--- config.mk ---
export PLATFORM = sky130hd
export DESIGN_NAME = fetch_ctrl
export DESIGN_NICKNAME = d
export VERILOG_FILES = /design/src/rtl/fetch_pkg.sv /design/src/rtl/fetch_ctrl_sat_counter.sv /design/src/rtl/fetch_ctrl.sv
export SDC_FILE = /design/constraint.sdc
export NUM_CORES = 1
export LEC_CHECK = 0
export CAP_MARGIN = 0
export CELL_PAD_IN_SITES_DETAIL_PLACEMENT = 1
export CELL_PAD_IN_SITES_GLOBAL_PLACEMENT = 1
export CORE_UTILIZATION = 30
export CTS_CLUSTER_DIAMETER = 120
export CTS_CLUSTER_SIZE = 8
export DETAILED_ROUTE_END_ITERATION = 16
export GPL_ROUTABILITY_DRIVEN = 1
export GPL_TIMING_DRIVEN = 0
export HOLD_SLACK_MARGIN = 0.02
export PLACE_DENSITY = 0.74
export SYNTH_ARGS = -nofsm -noshare
export SYNTH_HDL_FRONTEND = slang
export SYNTH_HIERARCHICAL = 1
export SYNTH_SLANG_ARGS = --single-unit
--- constraint.sdc ---
create_clock -name Clk -period 2 [get_ports Clk]
set_clock_uncertainty 0.15 [all_clocks]
set_input_delay 0.4 -clock Clk [delete_from_list [all_inputs] [get_ports Clk]]
set_output_delay 0.4 -clock Clk [all_outputs]
set_load 0.1 [all_outputs]
--- src/rtl/fetch_pkg.sv ---
// Shared types and constants for the fetch-stage controller: FSM states,
// branch kinds and the base addresses of the launchable programs.
package fetch_pkg;

  localparam int NPROG = 3;
  localparam logic [1:0] NPROG_SEL = 2'(NPROG);
  localparam logic [7:0] PROG_BASE [NPROG] = '{8'h00, 8'h40, 8'h80};

  typedef enum logic [2:0] {
    ST_IDLE,
    ST_LAUNCH,
    ST_RUN,
    ST_STALL,
    ST_HALT
  } fc_state_t;

  typedef enum logic [1:0] {
    BR_NONE   = 2'b00,
    BR_EZ     = 2'b01,
    BR_NZ     = 2'b10,
    BR_ALWAYS = 2'b11
  } br_kind_t;

  // Out-of-range selectors map to 0; the controller only ever passes a latched valid one.
  function automatic logic [7:0] progBase(input logic [1:0] sel);
    progBase = 8'h00;
    for (int i = 0; i < NPROG; i++) begin
      if (sel == 2'(i)) progBase = PROG_BASE[i];
    end
  endfunction

endpackage

--- src/rtl/fetch_ctrl_sat_counter.sv ---
// Saturating up-counter with synchronous clear; sticks at all-ones.
module sat_counter #(
  parameter int CW = 16
) (
  input  logic          clk,
  input  logic          rst_n,
  input  logic          i_clear,
  input  logic          i_enable,
  output logic [CW-1:0] o_count
);

  logic [CW-1:0] r_count;

  always_ff @(posedge clk or negedge rst_n) begin
    if (!rst_n) begin
      r_count <= '0;
    end else if (i_clear) begin
      r_count <= '0;
    end else if (i_enable && (r_count != '1)) begin
      r_count <= r_count + CW'(1);
    end
  end

  assign o_count = r_count;

endmodule

--- src/rtl/fetch_ctrl.sv ---
// Fetch-stage sequencer: launches a program, forwards decoded branches to the
// fetch unit, holds the PC while data memory is busy and stops on halt.
module fetch_ctrl
  import fetch_pkg::*;
#(
  parameter int W  = 8,
  parameter int CW = 16
) (
  input  logic          Clk,
  input  logic          Reset,
  input  logic          Start,
  input  logic [1:0]    ProgSel,
  input  logic [1:0]    InstBr,
  input  logic [W-1:0]  InstTarget,
  input  logic          InstHalt,
  input  logic          MemBusy,
  output logic          BranchEZ,
  output logic          BranchNZ,
  output logic          BranchAlways,
  output logic [W-1:0]  Target,
  output logic          done,
  output logic          Busy,
  output logic          Finished,
  output logic [CW-1:0] CycleCount
);

  fc_state_t  r_state;
  fc_state_t  w_next;
  logic [1:0] r_sel;
  logic       r_finished;
  logic       w_launch;
  logic       w_ez;
  logic       w_nz;
  logic       w_always;
  logic       w_done;
  logic [W-1:0] w_target;

  assign w_launch = ((r_state == ST_IDLE) || (r_state == ST_HALT)) &&
                    Start && (ProgSel < NPROG_SEL);

  always_ff @(posedge Clk or negedge Reset) begin
    if (!Reset) begin
      r_state    <= ST_IDLE;
      r_sel      <= '0;
      r_finished <= 1'b0;
    end else begin
      r_state <= w_next;
      if (w_launch) r_sel <= ProgSel;
      if (r_state == ST_LAUNCH) begin
        r_finished <= 1'b0;
      end else if ((r_state == ST_RUN) && InstHalt) begin
        r_finished <= 1'b1;
      end
    end
  end

  // Halt outranks a memory stall, which outranks any decoded branch.
  always_comb begin
    w_next   = r_state;
    w_ez     = 1'b0;
    w_nz     = 1'b0;
    w_always = 1'b0;
    w_target = '0;
    w_done   = 1'b1;
    case (r_state)
      ST_IDLE, ST_HALT: begin
        if (w_launch) w_next = ST_LAUNCH;
      end
      ST_LAUNCH: begin
        w_always = 1'b1;
        w_target = W'(progBase(r_sel));
        w_done   = 1'b0;
        w_next   = ST_RUN;
      end
      ST_RUN: begin
        if (InstHalt) begin
          w_next = ST_HALT;
        end else if (MemBusy) begin
          w_next = ST_STALL;
        end else begin
          w_done = 1'b0;
          case (br_kind_t'(InstBr))
            BR_EZ:     w_ez     = 1'b1;
            BR_NZ:     w_nz     = 1'b1;
            BR_ALWAYS: w_always = 1'b1;
            default:   ;
          endcase
          if (InstBr != BR_NONE) w_target = InstTarget;
        end
      end
      ST_STALL: begin
        if (!MemBusy) w_next = ST_RUN;
      end
      default: w_next = ST_IDLE;
    endcase
  end

  sat_counter #(.CW(CW)) u_cycles (
    .clk      (Clk),
    .rst_n    (Reset),
    .i_clear  (r_state == ST_LAUNCH),
    .i_enable ((r_state == ST_RUN) || (r_state == ST_STALL)),
    .o_count  (CycleCount)
  );

  assign BranchEZ     = w_ez;
  assign BranchNZ     = w_nz;
  assign BranchAlways = w_always;
  assign Target       = w_target;
  assign done         = w_done;
  assign Busy         = (r_state == ST_LAUNCH) || (r_state == ST_RUN) || (r_state == ST_STALL);
  assign Finished     = r_finished;

endmodule

==> results.toml, run 1 <==
[pwr]
p_int_mw = 1.32
power_frac_comb_pct = 65.0
power.total_mw = 2.77
p_sw_share_pct = 52.4
p_clk_share_pct = 10.7
ir_drop_v = 0.000856
power_leakage_nw = 0.933
pwr-share-seq_pct = 24.3
power.net_switching_mw = 1.45
p_per_area_nw_per_um2 = 1130

[synth]
synthCells = 144
synth_area_per_cell_um2 = 9.31
synth-main-ff-cell = "dfrtp_1"
ys_types = 42
syn_area_um2 = 1340
syn-num-nets = 162
synth_edf_count = 0
ys_ff_latch = 22
synth_warnings = 6
synth_top_family_by_area = "simple AND/OR/NAND/NOR gates"
yosys.area_share.simple_pct = 31.9
synth_fa_ha_area_share_pct = 0.933
synthArstFlopShare_pct = 100
synth_xor_area_share_pct = 0
muxShareOfSynthArea_pct = 3.36
yosysSeqAreaShare_pct = 41.0
synth_compound_area_share_pct = 18.8

[drt]
vias_per_cell = 5.66
dr.pass1.iters = 4
num_vias = 1461
wirelength_um = 4650
avgRoutedWirePerCell_um = 18.0
drc_errors = 0
ant_nets = 0
drt-initial-drc-count = 66

[placement]
place_inst = 240
gp_routability_congestion = 0.773
post-dp-hpwl_um = 2900
preCtsSetupSlack_ns = -1.31
numPortBuffers = 46

[cts]
clock_sinks = 22
cts.path.max_buffers = 2
ctsHoldBuffers = 0
cts_root_buf = "clkbuf_8"
tritoncts = "built"
htreeDepth = 1
clock_latency_ns = 0.27
numCtsBuffers = 3
clk_pin_slew_worst_paths_ns = 0.08

[job]
maxCapViolations = 0

[critical_path]
cp_cell_sequence = "buf_4, nor3b_4, buf_6, a32o_2, buf_12"
cp_slowest_cell = "dfrtp_2"
crit_arrival_ns = 1.58
crit_path_start_kind = "register"
critPathTopFamily = "buffers and inverters"
crit_fanout = 6
slowest_delay_ns = 0.41
required_ns = 1.45
critPathKind = "reg2out"
endpoint_kind = "primary output"
critPathBufInv = 3

[cells_and_area]
fin_cells = 258
fin_nets = 227
layout-drive-gt1-share_pct = 57.7
final_cell_mix = "clkdlybuf4s15_2 (17), dfrtp_4 (15), buf_4 (13)"
fillers = 427
mostFrequentLayoutCell = "clkdlybuf4s15_2"
diodes = 0
fin_util_pct = 59.1
synthToLayoutAreaGrowth_pct = 82.5

[floorplanning]
die_area_um2 = 4740
num_rows = 23
dieWidth_um = 68.9
core_area_um2 = 4140
initial_core_util_pct = 32.4
fp.dieH_um = 68.9
ios = 47

[global_routing]
grt_usage_pct = 20.0
overflow = 0
antenna_found_initial = 0
grt_max_degree = 23
grt_pass1_vias = 1448
grt_pass1_wl_um = 6930

[outcome]
status = "finished, violations left"
violations = "setup timing"

[sta]
rsz0062_at_grt = "yes"
timing.final.ws_setup_ns = -0.126
tightest_slew_ns = 1.02
clock.fmax_mhz = 470
slew_headroom_pct = 32.0
maxSlewViolCount = 0
final-hold-violation-count = 0
setup_viol = 11
min_period_ns = 2.13
timing.final.crit_share_pct = 106

[min_path]
min_path_type = "in2reg"
-- cell usage after synthesis, types with 5 or more instances --
| library cell | number | area [um^2] |
|---|---|---|
| and2_1 | 7 | 43.8 |
| or4_1 | 5 | 37.5 |
| nand2_1 | 9 | 33.8 |
| nor2_1 | 9 | 33.8 |
| inv_1 | 6 | 22.5 |
| a21oi_1 | 13 | 65.1 |
| nand4_1 | 6 | 37.5 |
| dfrtp_1 | 22 | 551 |
| nor2b_1 | 5 | 31.3 |
| o31ai_1 | 7 | 52.6 |
-- final timing paths --
path | startpoint | end | slack [ns] | cells after the start
worst min register to register | Finished | Finished | 0.40 | 2
worst max register to register | r_state[2] | u_cycles/o_count[7] | 0 | 9
worst max-delay path | r_state[1] | Target[6] | -0.13 | 5
min in group asynchronous | Reset | u_cycles/o_count[12] | 0.53 | 1
worst min-delay path | InstHalt | r_state[2] | 0.31 | 3
max in group asynchronous | Reset | u_cycles/o_count[5] | 0.42 | 1
-- power groups by stage --
| stage | combinational (mW) | sequential [mW] | clock, mW |
|---|---|---|---|
| after floorplan | 0.794 | 0.932 | 0 |
| after global placement | 1.37 | 0.681 | 0 |
| after detailed placement | 1.40 | 0.684 | 0 |
| after CTS | 1.67 | 0.664 | 0.301 |
| after global routing | 1.88 | 0.689 | 0.320 |
| final | 1.80 | 0.673 | 0.297 |
-- layout make-up --
class	instances	area, um^2	share of cell area [%]
multi-input cells	110	952	38.9
repair buffers	60	697	28.5
flip-flops and latches	22	612	25.0
well taps	50	62.6	2.56
plain buffers	6	56.3	2.30
clock buffers	4	45.0	1.84
inverters	6	22.5	0.920
-- metal layers --
metal / vias to the layer above / track usage (%) / part of all wire (%)
li1: 671 / - / -
met1: 735 / 22.1 / 41
met2: 51 / 37.3 / 53
met3: 4 / 3.62 / 4.6
met4: 0 / 7.65 / 1.3
met5: - / 0 / 0
-- tightest hold or removal path, delay by kind of cell --
kind | cells | cell delay [ns]
AOI/OAI and AO/OA | 1 | 0.07
buffers and inverters | 1 | 0.14
and+or+nand+nor | 1 | 0.08
-- cell families (layout without fill, tap and decap cells) --
group / Yosys count / in the layout
buffers and inverters: 12 / 76
and+or+nand+nor: 68 / 68
AOI/OAI and AO/OA: 37 / 37
muxes: 4 / 4
adders and majority gates: 1 / 1
DFF: 22 / 22
-- timing repair --
action / 4_1_cts / 5_1_grt
pin swaps: 8 / 11
endpoints found under the hold margin: 0 / 0
gates resized for setup: 183 / 29
endpoints found under the setup margin: 45 / 26
setup buffers: 10 / 4
-- through the flow --
step                      instance area (um^2)  setup TNS (ns)  hold WS [ns]
after floorplan                           1490          -0.551       -0.0456
after global placement                    2010          -19.49         0.363
after detailed placement                  2010          -20.67         0.366
after CTS                                 2310           -1.68         0.396
after global routing                      2450           -1.98         0.319
final                                     2450          -0.993         0.306
-- registers in the layout, summed over array words and instances, names as in the netlist --
| signal | cells |
|---|---|
| r_sel | 2 |
| r_state | 3 |
| Finished | 1 |
| u_cycles/o_count | 16 |
Power figures use the tool's default switching activity.
==> run 2: changes to the inputs <==
Settings changed: ABC_CLOCK_PERIOD_IN_PS from default to 2000.
==> results of run 2 <==
No change in the layout: final DEF, timing and power equal those of run 1.
